## src/rtl/beep_arbiter.sv

```systemverilog
// Round-robin arbiter that shares one buzzer between REQ_NUM requesters; requester i gets i+1 beeps.
// Optional macro TONE_PWM_EN: square-wave tone (half-period TONE_DIV) during ON for passive buzzers.
module beep_arbiter #(
    parameter int REQ_NUM  = 3,
    parameter int ON_CYC   = 5_000_000,
    parameter int OFF_CYC  = 5_000_000,
    parameter int GAP_CYC  = 15_000_000,
    parameter int TONE_DIV = 12_500
) (
    input  logic                       sys_clk,
    input  logic                       sys_rst_n,
    input  logic [REQ_NUM-1:0]         req,
    output logic                       beep,
    output logic                       busy,
    output logic [$clog2(REQ_NUM)-1:0] grant_id,
    output logic [REQ_NUM-1:0]         pend
);

    localparam int ID_W    = $clog2(REQ_NUM);
    localparam int MAX_ONF = (ON_CYC > OFF_CYC) ? ON_CYC : OFF_CYC;
    localparam int MAX_CYC = (MAX_ONF > GAP_CYC) ? MAX_ONF : GAP_CYC;
    localparam int CNT_W   = (MAX_CYC > 1) ? $clog2(MAX_CYC) : 1;
    localparam int REM_W   = $clog2(REQ_NUM + 1);

    if (REQ_NUM < 2 || REQ_NUM > 8) begin : g_bad_req_num
        $error("beep_arbiter: REQ_NUM must be in 2..8");
    end
    if (ON_CYC < 1 || OFF_CYC < 1 || GAP_CYC < 1 || TONE_DIV < 1) begin : g_bad_cyc
        $error("beep_arbiter: ON_CYC, OFF_CYC, GAP_CYC and TONE_DIV must be at least 1");
    end

    typedef enum logic [1:0] {
        S_IDLE,
        S_ON,
        S_OFF,
        S_GAP
    } state_t;

    state_t             state;
    state_t             next_state;
    logic [CNT_W-1:0]   cnt;
    logic [REM_W-1:0]   remaining;
    logic [ID_W-1:0]    rr_ptr;
    logic [ID_W-1:0]    winner;
    logic [ID_W-1:0]    idx;
    logic               found;
    logic               grant;
    logic [REQ_NUM-1:0] grant_mask;
    logic               beep_d;
    logic               busy_d;

    // Round-robin search: first pending index at or after rr_ptr, wrapping.
    always_comb begin
        winner = '0;
        found  = 1'b0;
        idx    = '0;
        for (int k = 0; k < REQ_NUM; k++) begin
            idx = ID_W'((int'(rr_ptr) + k) % REQ_NUM);
            if (!found && pend[idx]) begin
                found  = 1'b1;
                winner = idx;
            end
        end
    end

    assign grant      = (state == S_IDLE) && (|pend);
    assign grant_mask = grant ? (REQ_NUM'(1) << winner) : '0;

    always_comb begin
        next_state = state;
        case (state)
            S_IDLE: if (grant) next_state = S_ON;
            S_ON: begin
                if (cnt == CNT_W'(ON_CYC - 1)) begin
                    next_state = (remaining > REM_W'(1)) ? S_OFF : S_GAP;
                end
            end
            S_OFF:  if (cnt == CNT_W'(OFF_CYC - 1)) next_state = S_ON;
            S_GAP:  if (cnt == CNT_W'(GAP_CYC - 1)) next_state = S_IDLE;
            default: next_state = S_IDLE;
        endcase
    end

`ifdef TONE_PWM_EN
    localparam int TONE_W = (TONE_DIV > 1) ? $clog2(TONE_DIV) : 1;

    logic [TONE_W-1:0] tone_cnt;
    logic [TONE_W-1:0] tone_cnt_d;
`endif

    // Outputs are decoded from next_state so the registered copies line up with state.
    always_comb begin
        busy_d = (next_state != S_IDLE);
`ifdef TONE_PWM_EN
        beep_d     = 1'b0;
        tone_cnt_d = '0;
        if (next_state == S_ON) begin
            if (state != S_ON) begin
                beep_d     = 1'b1;
                tone_cnt_d = '0;
            end else if (tone_cnt == TONE_W'(TONE_DIV - 1)) begin
                beep_d     = ~beep;
                tone_cnt_d = '0;
            end else begin
                beep_d     = beep;
                tone_cnt_d = tone_cnt + 1'b1;
            end
        end
`else
        beep_d = (next_state == S_ON);
`endif
    end

    always_ff @(posedge sys_clk or negedge sys_rst_n) begin
        if (!sys_rst_n) begin
            state <= S_IDLE;
            beep  <= 1'b0;
            busy  <= 1'b0;
`ifdef TONE_PWM_EN
            tone_cnt <= '0;
`endif
        end else begin
            state <= next_state;
            beep  <= beep_d;
            busy  <= busy_d;
`ifdef TONE_PWM_EN
            tone_cnt <= tone_cnt_d;
`endif
        end
    end

    // A req landing on its own grant edge re-sets pend, queueing one more burst.
    always_ff @(posedge sys_clk or negedge sys_rst_n) begin
        if (!sys_rst_n) begin
            pend      <= '0;
            rr_ptr    <= '0;
            grant_id  <= '0;
            remaining <= '0;
            cnt       <= '0;
        end else begin
            pend <= (pend & ~grant_mask) | req;
            if (grant) begin
                rr_ptr    <= (winner == ID_W'(REQ_NUM - 1)) ? '0 : winner + 1'b1;
                grant_id  <= winner;
                remaining <= REM_W'(winner) + REM_W'(1);
            end else if (state == S_ON && next_state == S_OFF) begin
                remaining <= remaining - 1'b1;
            end
            if (next_state != state || state == S_IDLE) begin
                cnt <= '0;
            end else begin
                cnt <= cnt + 1'b1;
            end
        end
    end

endmodule

```

## config.mk

```make
export PLATFORM = sky130hd
export DESIGN_NAME = beep_arbiter
export DESIGN_NICKNAME = d
export VERILOG_FILES = /design/src/rtl/beep_arbiter.sv
export SDC_FILE = /design/constraint.sdc
export NUM_CORES = 1
export LEC_CHECK = 0
export ABC_CLOCK_PERIOD_IN_PS = 3750
export CAP_MARGIN = 10
export CORE_MARGIN = 2
export CORE_UTILIZATION = 60
export DETAILED_ROUTE_END_ITERATION = 8
export PLACE_DENSITY = 0.8
export SLEW_MARGIN = 20
export SYNTH_ARGS = -nofsm -noshare
export SYNTH_HDL_FRONTEND = slang
export SYNTH_SLANG_ARGS = --single-unit
```

## constraint.sdc

```tcl
create_clock -name sys_clk -period 3.75 [get_ports sys_clk]
set_clock_uncertainty 0.1 [all_clocks]
set_input_delay 0.75 -clock sys_clk [delete_from_list [all_inputs] [get_ports sys_clk]]
set_output_delay 0.75 -clock sys_clk [all_outputs]
set_load 0.005 [all_outputs]
```

==> reports/summary.txt, run 1 <==
Setup violations, final: 0
worst voltage drop across the vdd grid: 0.4400 mV
maximum net fanout on the critical path: 24
Die Y-Extent: 62.82 um
IO Pins: 12
kind of start point of the critical path: flip-flop
First DRT Iteration DRCs: 92
CP top delay family: compound AO/OA/AOI/OAI gates
Post-synth EDFFs: 0
number of antenna violations at the first check in global routing: 0
Remaining DRCs: 0
hold-critical path endpoint: cnt[0]
CTS tree: yes
vias in the first global route: 1522
buffers inserted during post-CTS setup optimization: 0
combined flip-flop and latch cell area: 925.9 um^2
clock-pin transition on the worst setup and hold timing paths: 0.10 ns
Routed Wire Length: 3.705 mm
crit path max-delay cell type: sky130_fd_sc_hd__a221oi_4
max-cap violations: 0
cell row count: 21
reg2reg end: cnt[20]
maximum buffer depth of the clock tree: 2
core outline area: 3337 um^2
Synth Area per Inst: 9.745 um^2
number of fill cells: 259
placed cell count: 266
number of input and output port buffers inserted: 11
final weighted congestion in routability-driven placement: 0.8583
Worst Path Buf+Inv: 0
Num Clock Sinks: 37
footprint of the multi-input gates: 1075 um^2
total inserted antenna cells: 0
initial standard-cell utilization of the core: 62.20%
data required time at the worst endpoint: 3.84 ns
critical path cell sequence: ha_1 > nand2_1 > nor4_4 > nand3_1 > a221oi_4 > nor2_1
layout cells sized above 1: 6.579%
Synth area leaders: sky130_fd_sc_hd__dfrtp_1 (45%), sky130_fd_sc_hd__xor2_1 (8.0%), sky130_fd_sc_hd__nor2_1 (6.1%)
vias post-DR: 1570
reg-to-reg slack, setup: 1.10 ns
total negative slack for setup checks: 0 ns
worst hold path class: flip-flop to flip-flop
Max H-tree Level: 2
part of the Yosys area used for sequential elements: 44.61%
min-delay src: cnt[0]
nature of the critical path endpoint: flip-flop
fin nets: 242
Synth Cell Area: 2076 um^2
Slew Viols, Final: 0
share of Yosys cell area claimed by the top area cell type: 44.61%
number of instances resized during post-cts repair: 0
drt via density: 5.730
count of antenna-violating nets left after detailed routing: 0
global-route wire length before repair: 6.851 mm
count of distinct cell types in the synthesized netlist: 40
Area growth, synth to finish: 10.19%
kind of critical path: flip-flop to flip-flop
count of TritonRoute iterations in the first routing pass: 4
number of buffers inserted for hold repair after clock tree synthesis: 0
Synth Instances: 213
flop and latch count out of synthesis: 37
minimum clock period: 2.645 ns
source of the worst register-to-register timing path: cnt[0]
headroom to the max-slew limit: 32.95%
all-layer global routing usage: 21.94%
Post-synth top flop: sky130_fd_sc_hd__dfrtp_1
die boundary width: 62.82 um
final instance count without filler cells: 274
Critical Path AT: 2.73 ns
share of the clock period used by the worst path after layout: 70.54%
static leakage: 1.002 nW
transition time at the pin with the least slew margin: 1.006 ns
result of the run: finished, final reports clean
detailed placement HPWL: 2.617 mm
maximum number of pins on one net before global-route repair: 38
async set-reset flop share out of synthesis: 100.0%
number of buffers added by the clock tree synthesis step: 5
setup repair after global routing missed its margin: no
number of synthesis warnings: 0
peak per-stage delay on the critical path: 0.90 ns
P per Cell Area: 509.3 nW/um^2
Fmax achieved: 378.0 MHz
cell at the root of the clock tree: sky130_fd_sc_hd__clkbuf_4
Min-Delay Path Depth: 1
area of the die: 3946 um^2
global-route congestion overflow total: 0
count of cells along the worst register-to-register path: 6
post-synth net total: 228
area leader, netlist: sky130_fd_sc_hd__dfrtp_1
count of endpoints failing hold in the final timing report: 0
source-to-sink clock delay at the later pin of the worst-skew pair: 0.35 ns
detailed-route wire length per cell: 13.52 um
## power breakdown
| part | internal [W] | switching, W | leakage, nW |
|---|---|---|---|
| sequential | 0.000468 | 0.0000695 | 0.463 |
| combinational | 0.000181 | 0.000208 | 0.498 |
| clock | 0.000109 | 0.000130 | 0.0413 |
## worst register-to-register path, stage by stage, from the launching register on
cell and delay [ns]:
sky130_fd_sc_hd__dfrtp_1 0.42, sky130_fd_sc_hd__ha_1 0.23, sky130_fd_sc_hd__nand2_1 0.13, sky130_fd_sc_hd__nor4_4 0.35
sky130_fd_sc_hd__nand3_1 0.23, sky130_fd_sc_hd__a221oi_4 0.90, sky130_fd_sc_hd__nor2_1 0.13
## layer usage
layer	track usage (%)	vias to the layer above	part of all wire (%)	routed length, um
li1	-	767	-	-
met1	27.84	765	46	1712
met2	36.02	31	48	1783
met3	5.766	7	4.0	150
met4	8.333	0	1.6	58
met5	0	-	0	0
## synth_stat cells, types with 2 or more instances
master and instances:
sky130_fd_sc_hd__a21oi_1 9, sky130_fd_sc_hd__nand2b_1 2, sky130_fd_sc_hd__nor4bb_1 2, sky130_fd_sc_hd__and2_1 2, sky130_fd_sc_hd__nand3_1 11, sky130_fd_sc_hd__xnor2_1 4
sky130_fd_sc_hd__ha_1 10, sky130_fd_sc_hd__xor2_1 19, sky130_fd_sc_hd__nand4_1 10, sky130_fd_sc_hd__nor2_1 34, sky130_fd_sc_hd__o21ai_0 7, sky130_fd_sc_hd__and3_1 4
sky130_fd_sc_hd__inv_1 11, sky130_fd_sc_hd__nor3_1 3, sky130_fd_sc_hd__o21a_1 2, sky130_fd_sc_hd__nor3b_1 2, sky130_fd_sc_hd__nor2b_1 3, sky130_fd_sc_hd__buf_6 2
sky130_fd_sc_hd__nand2_1 12, sky130_fd_sc_hd__and4_1 2, sky130_fd_sc_hd__mux2i_1 3, sky130_fd_sc_hd__dfrtp_1 37, sky130_fd_sc_hd__clkbuf_1 3, sky130_fd_sc_hd__o31a_1 2
sky130_fd_sc_hd__or2_2 2
## final cells by class
class	count	share of cell area [%]
multi-input cells	160	46.99
flip-flops and latches	37	40.48
repair buffers	12	5.142
clock buffers	7	2.845
well taps	46	2.516
inverters	11	1.805
clock inverters	1	0.2188
## sequential cells by signal (all words and copies together), names as in the netlist
register and count:
rr_ptr 2, busy 1, remaining 2, cnt 24, grant_id 2, state 2
beep 1, pend 3
## worst max path at each step
| stage | depth (start not counted) | slack [ns] | end | from |
|---|---|---|---|---|
| global placement | 6 | 1.25 | cnt[2] | cnt[0] |
| CTS | 6 | 1.10 | cnt[22] | cnt[0] |
| detailed placement | 6 | 1.12 | cnt[13] | cnt[0] |
| finish | 6 | 1.10 | cnt[20] | cnt[0] |
| floorplan | 9 | 1.57 | pend[1] | rr_ptr[0] |
| global route | 6 | 0.80 | cnt[22] | cnt[0] |
## logic make-up after synthesis
logic type | count (synthesis) | synth area share (%)
muxes | 3 | 1.447
and+or+nand+nor | 98 | 25.86
xor gates and xnor gates | 23 | 9.704
AOI/OAI and AO/OA | 26 | 8.740
buffers and inverters | 16 | 3.617
DFF | 37 | 44.61
adders and majority gates | 10 | 6.028
## cells in the final DEF, fill, tap and decap left out, types with 2 or more instances in the layout
cell                              count
sky130_fd_sc_hd__and2_1               2
sky130_fd_sc_hd__and3_1               4
sky130_fd_sc_hd__nand3_1             11
sky130_fd_sc_hd__clkdlybuf4s50_1     11
sky130_fd_sc_hd__clkbuf_4             5
sky130_fd_sc_hd__nor2_1              34
sky130_fd_sc_hd__inv_1               11
sky130_fd_sc_hd__nand4_1             10
sky130_fd_sc_hd__clkbuf_8             2
sky130_fd_sc_hd__xnor2_1              4
sky130_fd_sc_hd__nor3_1               3
sky130_fd_sc_hd__nor4bb_1             2
sky130_fd_sc_hd__nand2_1             12
sky130_fd_sc_hd__or2_2                2
sky130_fd_sc_hd__nand2b_1             2
sky130_fd_sc_hd__mux2i_1              3
sky130_fd_sc_hd__o21ai_0              7
sky130_fd_sc_hd__o31a_1               2
sky130_fd_sc_hd__o21a_1               2
sky130_fd_sc_hd__and4_1               2
sky130_fd_sc_hd__ha_1                10
sky130_fd_sc_hd__a21oi_1              9
sky130_fd_sc_hd__nor3b_1              2
sky130_fd_sc_hd__xor2_1              19
sky130_fd_sc_hd__nor2b_1              3
sky130_fd_sc_hd__dfrtp_1             37
## stage by stage
step,hold WS (ns),setup slack (ns),power [W],area (um^2),utilization (%)
after floorplan,0.3544,1.569,0.0008204,2076,-
after global placement,0.3991,1.246,0.0009119,2217,66.44
after detailed placement,0.4039,1.118,0.0009323,2217,66.44
after CTS,0.4239,1.099,0.001178,2287,68.54
after global routing,0.4441,0.7980,0.001282,2287,68.54
final,0.4204,1.105,0.001165,2287,68.54
(Power assumes the default switching activity.)
==> run 2, diff against run 1 <==
- ABC_CLOCK_PERIOD_IN_PS: 3750 -> 2140
- CORE_UTILIZATION: 60 -> 53
- PLACE_DENSITY: 0.8 -> 0.75
- clock period: 3.75 -> 2.14 ns (I/O delays scaled with it)
==> reports/summary.txt, run 2 (same netlist as run 1, synthesis figures left out) <==
maximum number of pins on one net before global-route repair: 38 (unchanged)
minimum clock period: 2.119 ns (-0.5258 ns)
detailed placement HPWL: 2.794 mm (+6.8%)
pre-CTS worst setup slack: -0.1112 ns (-1.229 ns)
Setup violations, final: 0 (unchanged)
area of the die: 4433 um^2 (+12%)
source of the worst register-to-register timing path: rr_ptr[0]
clock-pin transition on the worst setup and hold timing paths: 0.07 ns (-0.03 ns)
flip-flop count of the largest register, all copies and words added: 24 (unchanged)
kind of critical path: flip-flop to flip-flop
launch point of the critical path: rr_ptr[0]
Die Y-Extent: 66.58 um (+6.0%)
Remaining DRCs: 0 (unchanged)
global-route wire length before repair: 6.982 mm (+1.9%)
vias in the first global route: 1533 (+0.72%)
P per Cell Area: 1037 nW/um^2 (+100%)
fin nets: 264 (+9.1%)
Area growth, synth to finish: 26.28%
count of endpoints failing hold in the final timing report: 0 (unchanged)
count of antenna-violating nets left after detailed routing: 0 (unchanged)
transition time at the pin with the least slew margin: 0.4983 ns (-0.5074 ns)
initial standard-cell utilization of the core: 55.86% (-6.3 points)
kind of start point of the critical path: flip-flop
headroom to the max-slew limit: 66.69% (+34 points)
global routing usage on met1: 28.34% (+0.50 points)
most used routing layer in global routing: met2
number of buffers added by the clock tree synthesis step: 5 (unchanged)
result of the run: finished, final reports clean
maximum buffer depth of the clock tree: 2 (unchanged)
total inserted antenna cells: 0 (unchanged)
Num Clock Sinks: 37 (unchanged)
die boundary width: 66.58 um (+6.0%)
final weighted congestion in routability-driven placement: 0.8218 (-4.3%)
data required time at the worst endpoint: 2.22 ns (-1.62 ns)
Max H-tree Level: 2 (unchanged)
met3 global-route usage: 5.236% (-0.53 points)
post-layout worst setup margin: 0.02060 ns (-1.084 ns)
number of antenna violations at the first check in global routing: 0 (unchanged)
max-cap violations: 0 (unchanged)
post-layout utilization of the core: 70.54% (+2.0 points)
worst hold path class: primary input to asynchronous set/reset pin
number of input and output port buffers inserted: 11 (unchanged)
global-route track usage on met2: 33.13% (-2.9 points)
setup repair after global routing missed its margin: yes
static leakage: 1.155 nW (+15%)
cell at the root of the clock tree: sky130_fd_sc_hd__clkbuf_8
count of TritonRoute iterations in the first routing pass: 4 (unchanged)
Critical Path AT: 2.20 ns (-0.53 ns)
most common library cell in the layout ignoring fill and taps: sky130_fd_sc_hd__dfrtp_1
nature of the critical path endpoint: flip-flop
number of buffers inserted for hold repair after clock tree synthesis: 0 (unchanged)
core outline area: 3716 um^2 (+11%)
Routed Wire Length: 4.320 mm (+17%)
source-to-sink clock delay at the later pin of the worst-skew pair: 0.30 ns (-0.05 ns)
registers with the most flip-flops: cnt x24, pend x3
worst voltage drop across the vdd grid: 0.6593 mV (+50%)
detailed-route wire length per cell: 14.50 um (+7.2%)
maximum net fanout on the critical path: 6 (-75%)
all-layer global routing usage: 21.21% (-0.73 points)
leading cell types in the layout, fill and taps excluded: sky130_fd_sc_hd__dfrtp_1 (36), sky130_fd_sc_hd__nor2_1 (34), sky130_fd_sc_hd__buf_4 (20)
Slew Viols, Final: 0 (unchanged)
drt via density: 5.547 (-3.2%)
number of fill cells: 266 (+2.7%)
global-route congestion overflow total: 0 (unchanged)
cell row count: 22 (+4.8%)
First DRT Iteration DRCs: 106 (+15%)
footprint of the multi-input gates: 1194 um^2 (+11%)
share of the clock period used by the worst path after layout: 99.04% (+28 points)
Top reg by flops: cnt
IO Pins: 12 (unchanged)
layout cells sized above 1: 22.80% (+16 points)
CTS tree: yes
combined flip-flop and latch cell area: 927.1 um^2 (+0.14%)
Fmax achieved: 471.8 MHz (+25%)
vias post-DR: 1653 (+5.3%)
## run 2: cell count changes in the layout (fill, tap and decap cells not counted), sizes merged
| cell | before | now |
|---|---|---|
| buf | 1 | 24 |
| clkdlybuf4s50 | 11 | 10 |
## run 2: report_power, final
group / switching (W) / total (W) / internal (W)
logic: 0.000565 / 0.00123 / 0.000661
registers: 0.000124 / 0.000947 / 0.000823
clock network: 0.000255 / 0.000546 / 0.000291
## run 2: worst max-delay path, cell delays in order (launching register included)
cell and delay, ns:
sky130_fd_sc_hd__dfrtp_2 0.44, sky130_fd_sc_hd__inv_2 0.09, sky130_fd_sc_hd__ha_4 0.22, sky130_fd_sc_hd__nand2b_1 0.07, sky130_fd_sc_hd__a21oi_1 0.06, sky130_fd_sc_hd__o31a_1 0.28
sky130_fd_sc_hd__o21a_2 0.26, sky130_fd_sc_hd__inv_2 0.09, sky130_fd_sc_hd__ha_4 0.13, sky130_fd_sc_hd__a21oi_2 0.04, sky130_fd_sc_hd__or2_4 0.22
## run 2: cell type report
| cell class | count | area share (%) |
|---|---|---|
| sequential | 37 | 35.37 |
| timing repair buffer | 34 | 11.36 |
| clock inverter | 1 | 0.1909 |
| multi-input combinational | 160 | 45.54 |
| clock buffer | 7 | 3.675 |
| tap | 48 | 2.291 |
| inverter | 11 | 1.575 |
## run 2: per-layer routing
layer  routed length (um)  vias to the layer above
li1                     -                      806
met5                    0                        -
met2                 2089                       31
met3                  135                        7
met4                   72                        0
met1                 2023                      809
## run 2: final timing paths
path,end,slack [ns],cells past startpoint
worst max-delay path,pend[1],0.02,10
worst min-delay path,beep,0.06,2
worst max register to register,pend[1],0.02,10
worst min register to register,cnt[0],0.45,2
max in group asynchronous,rr_ptr[0],1.52,2
min in group sys_clk,cnt[0],0.45,2
## run 2: stage by stage
stage               std cells  total power (W)  TNS (ns)  hold WS (ns)  cell area (um^2)
finish                    298         0.002719         0       0.06371              2621
global placement          283         0.001793  -0.05752        0.3976              2352
floorplan                 213         0.001467         0       0.03241              2088
global route              298         0.002899   -0.2221        0.1097              2621
CTS                       293         0.002473  -0.02473       0.08692              2504
detailed placement        283         0.001819   -0.3945        0.4005              2352
## run 2: what timing repair did
action | CTS | global route
gates resized for setup | 12 | 19
endpoints found under the setup margin | 6 | 30
buffers inserted | 2 | 5
pin swaps | 6 | 9
